==> config.mk <==
export PLATFORM = sky130hd
export DESIGN_NAME = avr_uart_rx
export DESIGN_NICKNAME = d
export VERILOG_FILES = /design/src/rtl/avr_uart_pkg.sv /design/src/rtl/uart_rx_sync.sv /design/src/rtl/avr_uart_rx.sv
export SDC_FILE = /design/constraint.sdc
export NUM_CORES = 1
export LEC_CHECK = 0
export ABC_AREA = 1
export CORE_AREA = 5 5 51 97
export DETAILED_ROUTE_END_ITERATION = 8
export DIE_AREA = 0 0 56 102
export PLACE_DENSITY = 0.61
export SYNTH_ARGS = -nofsm -noshare
export SYNTH_HDL_FRONTEND = slang
export SYNTH_SLANG_ARGS = --single-unit
==> constraint.sdc <==
create_clock -name clk -period 1.74 [get_ports clk]
set_input_delay 0.435 -clock clk [delete_from_list [all_inputs] [get_ports clk]]
set_output_delay 0.435 -clock clk [all_outputs]
set_load 0.05 [all_outputs]
==> src/rtl/avr_uart_pkg.sv <==
// Shared types and constants for the AVR serial link receiver.
// Purely declarative: no latency, no flow control.
package avr_uart_pkg;

  typedef enum logic [2:0] {
    IDLE,
    START,
    DATA,
    PARITY,
    STOP
  } uart_rx_state_t;

  localparam int AVR_CLK_PER_BIT = 100;
  localparam int UART_DATA_BITS  = 8;

endpackage

==> src/rtl/uart_rx_sync.sv <==
// Two-flop synchronizer for asynchronous single-bit inputs; 2-cycle latency.
// No flow control; both flops reset to RESET_VAL so an idle-high line reads idle during reset.
module uart_rx_sync #(
  parameter logic RESET_VAL = 1'b1
) (
  input  logic clk,
  input  logic rst,
  input  logic d,
  output logic q
);

  logic meta;

  always_ff @(posedge clk) begin
    if (rst) begin
      meta <= RESET_VAL;
      q    <= RESET_VAL;
    end else begin
      meta <= d;
      q    <= meta;
    end
  end

endmodule

==> src/rtl/avr_uart_rx.sv <==
// 8N1 (8E1 with AVR_UART_RX_PARITY_EN) receiver; strobe at detect + CLK_PER_BIT/2 + 9 (10) bits + 1 cycle.
// No backpressure: each result is a one-cycle strobe that must be consumed when it appears.
module avr_uart_rx
  import avr_uart_pkg::*;
#(
  parameter int CLK_PER_BIT = AVR_CLK_PER_BIT
) (
  input  logic                      clk,
  input  logic                      rst,
  input  logic                      rx,
  output logic [UART_DATA_BITS-1:0] data,
  output logic                      new_data,
  output logic                      frame_err,
  output logic                      parity_err
);

  localparam int CNT_W = $clog2(CLK_PER_BIT);
  localparam int IDX_W = $clog2(UART_DATA_BITS);
  localparam logic [CNT_W-1:0] MID_CNT  = CNT_W'(CLK_PER_BIT / 2 - 1);
  localparam logic [CNT_W-1:0] BIT_CNT  = CNT_W'(CLK_PER_BIT - 1);
  localparam logic [IDX_W-1:0] LAST_BIT = IDX_W'(UART_DATA_BITS - 1);

  logic                      rx_s;
  logic                      rx_prev;
  uart_rx_state_t            state;
  logic [CNT_W-1:0]          cnt;
  logic [IDX_W-1:0]          bit_idx;
  logic [UART_DATA_BITS-1:0] shreg;
  logic                      bit_end;

  uart_rx_sync #(.RESET_VAL(1'b1)) u_sync (
    .clk (clk),
    .rst (rst),
    .d   (rx),
    .q   (rx_s)
  );

  assign bit_end = (cnt == BIT_CNT);

`ifdef AVR_UART_RX_PARITY_EN
  logic par_bad;
`else
  assign parity_err = 1'b0;
`endif

  always_ff @(posedge clk) begin
    if (rst) begin
      rx_prev   <= 1'b1;
      state     <= IDLE;
      cnt       <= '0;
      bit_idx   <= '0;
      shreg     <= '0;
      data      <= '0;
      new_data  <= 1'b0;
      frame_err <= 1'b0;
`ifdef AVR_UART_RX_PARITY_EN
      par_bad    <= 1'b0;
      parity_err <= 1'b0;
`endif
    end else begin
      rx_prev   <= rx_s;
      new_data  <= 1'b0;
      frame_err <= 1'b0;
`ifdef AVR_UART_RX_PARITY_EN
      parity_err <= 1'b0;
`endif
      case (state)
        // rx_prev must have seen the line high, so a held break never retriggers.
        IDLE: begin
          cnt     <= '0;
          bit_idx <= '0;
          if (!rx_s && rx_prev) state <= START;
        end
        START: begin
          if (cnt == MID_CNT) begin
            cnt   <= '0;
            state <= rx_s ? IDLE : DATA;
          end else begin
            cnt <= cnt + 1'b1;
          end
        end
        DATA: begin
          if (bit_end) begin
            cnt   <= '0;
            shreg <= {rx_s, shreg[UART_DATA_BITS-1:1]};
            if (bit_idx == LAST_BIT) begin
              bit_idx <= '0;
`ifdef AVR_UART_RX_PARITY_EN
              state   <= PARITY;
`else
              state   <= STOP;
`endif
            end else begin
              bit_idx <= bit_idx + 1'b1;
            end
          end else begin
            cnt <= cnt + 1'b1;
          end
        end
`ifdef AVR_UART_RX_PARITY_EN
        PARITY: begin
          if (bit_end) begin
            cnt     <= '0;
            par_bad <= rx_s ^ (^shreg);
            state   <= STOP;
          end else begin
            cnt <= cnt + 1'b1;
          end
        end
`endif
        // Leaving at mid-stop-bit leaves half a bit to catch a back-to-back start.
        STOP: begin
          if (bit_end) begin
            cnt   <= '0;
            state <= IDLE;
            if (!rx_s) begin
              frame_err <= 1'b1;
`ifdef AVR_UART_RX_PARITY_EN
            end else if (par_bad) begin
              parity_err <= 1'b1;
`endif
            end else begin
              data     <= shreg;
              new_data <= 1'b1;
            end
          end else begin
            cnt <= cnt + 1'b1;
          end
        end
        default: state <= IDLE;
      endcase
    end
  end

endmodule

==> results by group <==
Logic synthesis
  – Post-Syn Nets: 217
  – Post-synthesis cell area: 1560 sq um
  – Top post-synthesis cells by area: dfxtp_1 44%, nand2_1 10%, nand3_1 6.4%
  – Seq/Total Area, Yosys: 0.438
  – Post-synthesis register bit count: 34
  – Yosys top cell by area: dfxtp_1
  – Gate Count Post-Synth: 210
  – Netlist cell types: 27
  – Syn Area/Cell: 7.41 sq um
  – Yosys warns: 0
  – Area share of the largest cell type after synthesis: 0.438

Status
  – Status: finished clean

GRT
  – Overall Global Routing Usage: 0.140
  – Gr busiest metal: met2
  – GR Util met1: 0.112
  – Grt met2 use: 0.295
  – Vias in the first global route: 1,422
  – Global route total overflow: 0
  – Largest net degree at the start of global routing: 17
  – GR Layer Usage met3: 0.0291
  – Initial antenna violation count: 0
  – First-pass GRT wire length: 6110 um

Timing
  – Final WS setup: 0.198 ns
  – Clock Skew: 0.00374 ns
  – Max Transition Viols Final: 0
  – Hold Fails Final Rpt: 0
  – Final setup TNS: 0 ns
  – Period utilization: 0.886
  – Minimum clock period: 1.54 ns
  – F_max: 0.649 GHz
  – Final number of setup-violating endpoints: 0
  – Unrepaired setup endpoints after global routing: false

Floorplan
  – Die height: 102 um
  – Core area: 4090 sq um
  – Die width: 56 um
  – IO Pins: 14
  – Die area: 5710 sq um
  – # rows: 33
  – Initial core utilization: 0.380

Clocking
  – Clock-pin slew on the worst setup and hold paths: 0.07 ns
  – CTS H-Tree Depth: 2
  – CTS tree: yes
  – # resized after CTS: 0
  – # Post-CTS Setup Buffers: 0
  – Number of CTS-inserted buffers: 5
  – Hold-fix buffers, CTS: 0
  – Clock insertion delay at the later pin of the skew report: 0.28 ns
  – CTS Sinks: 34
  – Clock root buffer: clkbuf_8
  – CTS Buffer Depth: 2

Worst setup path
  – CP arrival: 1.73 ns
  – Worst Path Max Fanout: 7
  – FF-to-FF Start: cnt[0]$_SDFFE_PP0P_
  – CP Data Required Time: 1.93 ns
  – Worst setup path startpoint: cnt[0]$_SDFFE_PP0P_
  – Critical Path End Type: flip-flop
  – CP startpoint kind: flip-flop
  – Critical path class: reg2reg
  – Worst R2R Setup Slack: 0.20 ns

Layout
  – Number of antenna cells inserted: 0
  – Area Growth Syn to Fin: 19.4%
  – Share of cells above drive strength 1: 0.176
  – Nets: 239
  – Finished Core Util: 0.454
  – Fin area: 1860 sq um

Pwr
  – Total power draw: 2.19 mW
  – Max IR drop VDD: 884 uV
  – LEAKAGE: 0.852 nW
  – PwrDens: 1180 nW/um^2

Placed design
  – Post-DP HPWL: 2830 um
  – IO Port Bufs: 12
  – Pre-CTS WS: 0.172 ns
  – Placed Area: 1740 sq um
  – Final Wtd Congestion: 0.783

Routing
  – Drt total wl: 3550 um
  – ANT nets after route: 0
  – Routed length per placed instance: 12.4 um
  – 1st-pass router iterations: 4
  – Via count: 1,358
  – Vias per cell: 4.76
  – Drt drc: 0
  – DRT iter0 DRCs: 41

Job
  – MaxCap Viol Count: 0

Min path
  – Min-Delay Path Class: reg2reg
  – HP Start: u_sync.meta$_SDFF_PP1_
## flip-flops by register name, indices dropped and copies added, names as in the netlist
register,count
bit_idx,3
cnt,7
data,8
frame_err,1
new_data,1
rx_prev,1
shreg,8
state,3
u_sync.meta,1
u_sync.q,1
## Yosys cell counts
cell	count
a21boi_0	1
a21oi_1	16
buf_1	1
buf_2	1
buf_4	2
clkbuf_1	2
clkinv_1	1
conb_1	1
dfxtp_1	34
ha_1	4
inv_1	24
nand2_1	42
nand2_2	4
nand3_1	20
nand3_2	1
nand3_4	1
nand4_1	4
nor2_1	26
nor2_2	1
nor2_4	4
nor3_1	1
nor3_2	1
o21ai_0	10
o21ai_1	1
o21ai_2	1
or2_2	3
xor2_1	3
## cell usage in the layout (no fill, tap or decap), types with 2 or more instances in the layout
cell,synthesis,layout
nand2_1,42,42
dfxtp_1,34,34
nor2_1,26,26
inv_1,24,24
nand3_1,20,20
buf_4,2,18
a21oi_1,16,16
o21ai_0,10,10
clkbuf_8,0,5
nand2_2,4,4
nor2_4,4,4
nand4_1,4,4
ha_1,4,4
or2_2,3,3
xor2_1,3,3
nor2_2,1,2
clkbuf_1,2,2
clkdlybuf4s50_1,0,2
## metrics by stage
stage	cells	hold WS [ns]
after detailed placement	275	0.394
after floorplan	210	0.389
after global routing	285	0.441
after global placement	275	0.398
after CTS	283	0.413
final	285	0.411
## logic make-up (layout without fill, tap and decap cells)
kind of cell,after synthesis,in the layout,share of synthesized area
other cells,1,1,0.00241
fa+ha+maj,4,4,0.0322
flops,34,34,0.438
compound gates,29,29,0.0973
xor+xnor,3,3,0.0169
buf+inv,31,53,0.0804
simple gates,108,109,0.333
## critical path, stage by stage (launching register included)
cell	delay (ns)
dfxtp_1	0.42
ha_1	0.24
nand2_1	0.07
inv_1	0.10
nand3_4	0.14
nand2_2	0.13
nand2_2	0.11
nand2_1	0.09
nand2_1	0.06
nand2_1	0.05
inv_1	0.03
## area by class of cell
type	instances	area [sq um]
clock buffer	7	76.3
fill	419	2230
clock inverter	1	30.0
timing repair buffer	20	155
sequential	34	681
multi-input combinational	146	756
tap	52	65.1
inverter	25	93.8
## metal layers
metal | routed length, um | share of wire | vias to the layer above
met4 | 104 | 0.029 | 0
met3 | 117 | 0.033 | 7
met2 | 2160 | 0.61 | 24
li1 | - | - | 710
met5 | 0 | 0 | -
met1 | 1170 | 0.33 | 617
## path summary, 6_finish.rpt
path | end | depth (start not counted)
hold reg to reg | u_sync.q$_SDFF_PP1_ | 1
setup reg to reg | cnt[2]$_SDFFE_PP0P_ | 10
setup / recovery | cnt[2]$_SDFFE_PP0P_ | 10
hold / removal | u_sync.q$_SDFF_PP1_ | 1
## report_power, final
group / leakage, nW / switching, mW / internal, mW
clock: 0.0524 / 0.276 / 0.428
sequential: 0.275 / 0.0597 / 0.823
combinational: 0.525 / 0.409 / 0.192
total: 0.852 / 0.745 / 1.44
No activity file was read; power rests on OpenSTA's default activity.
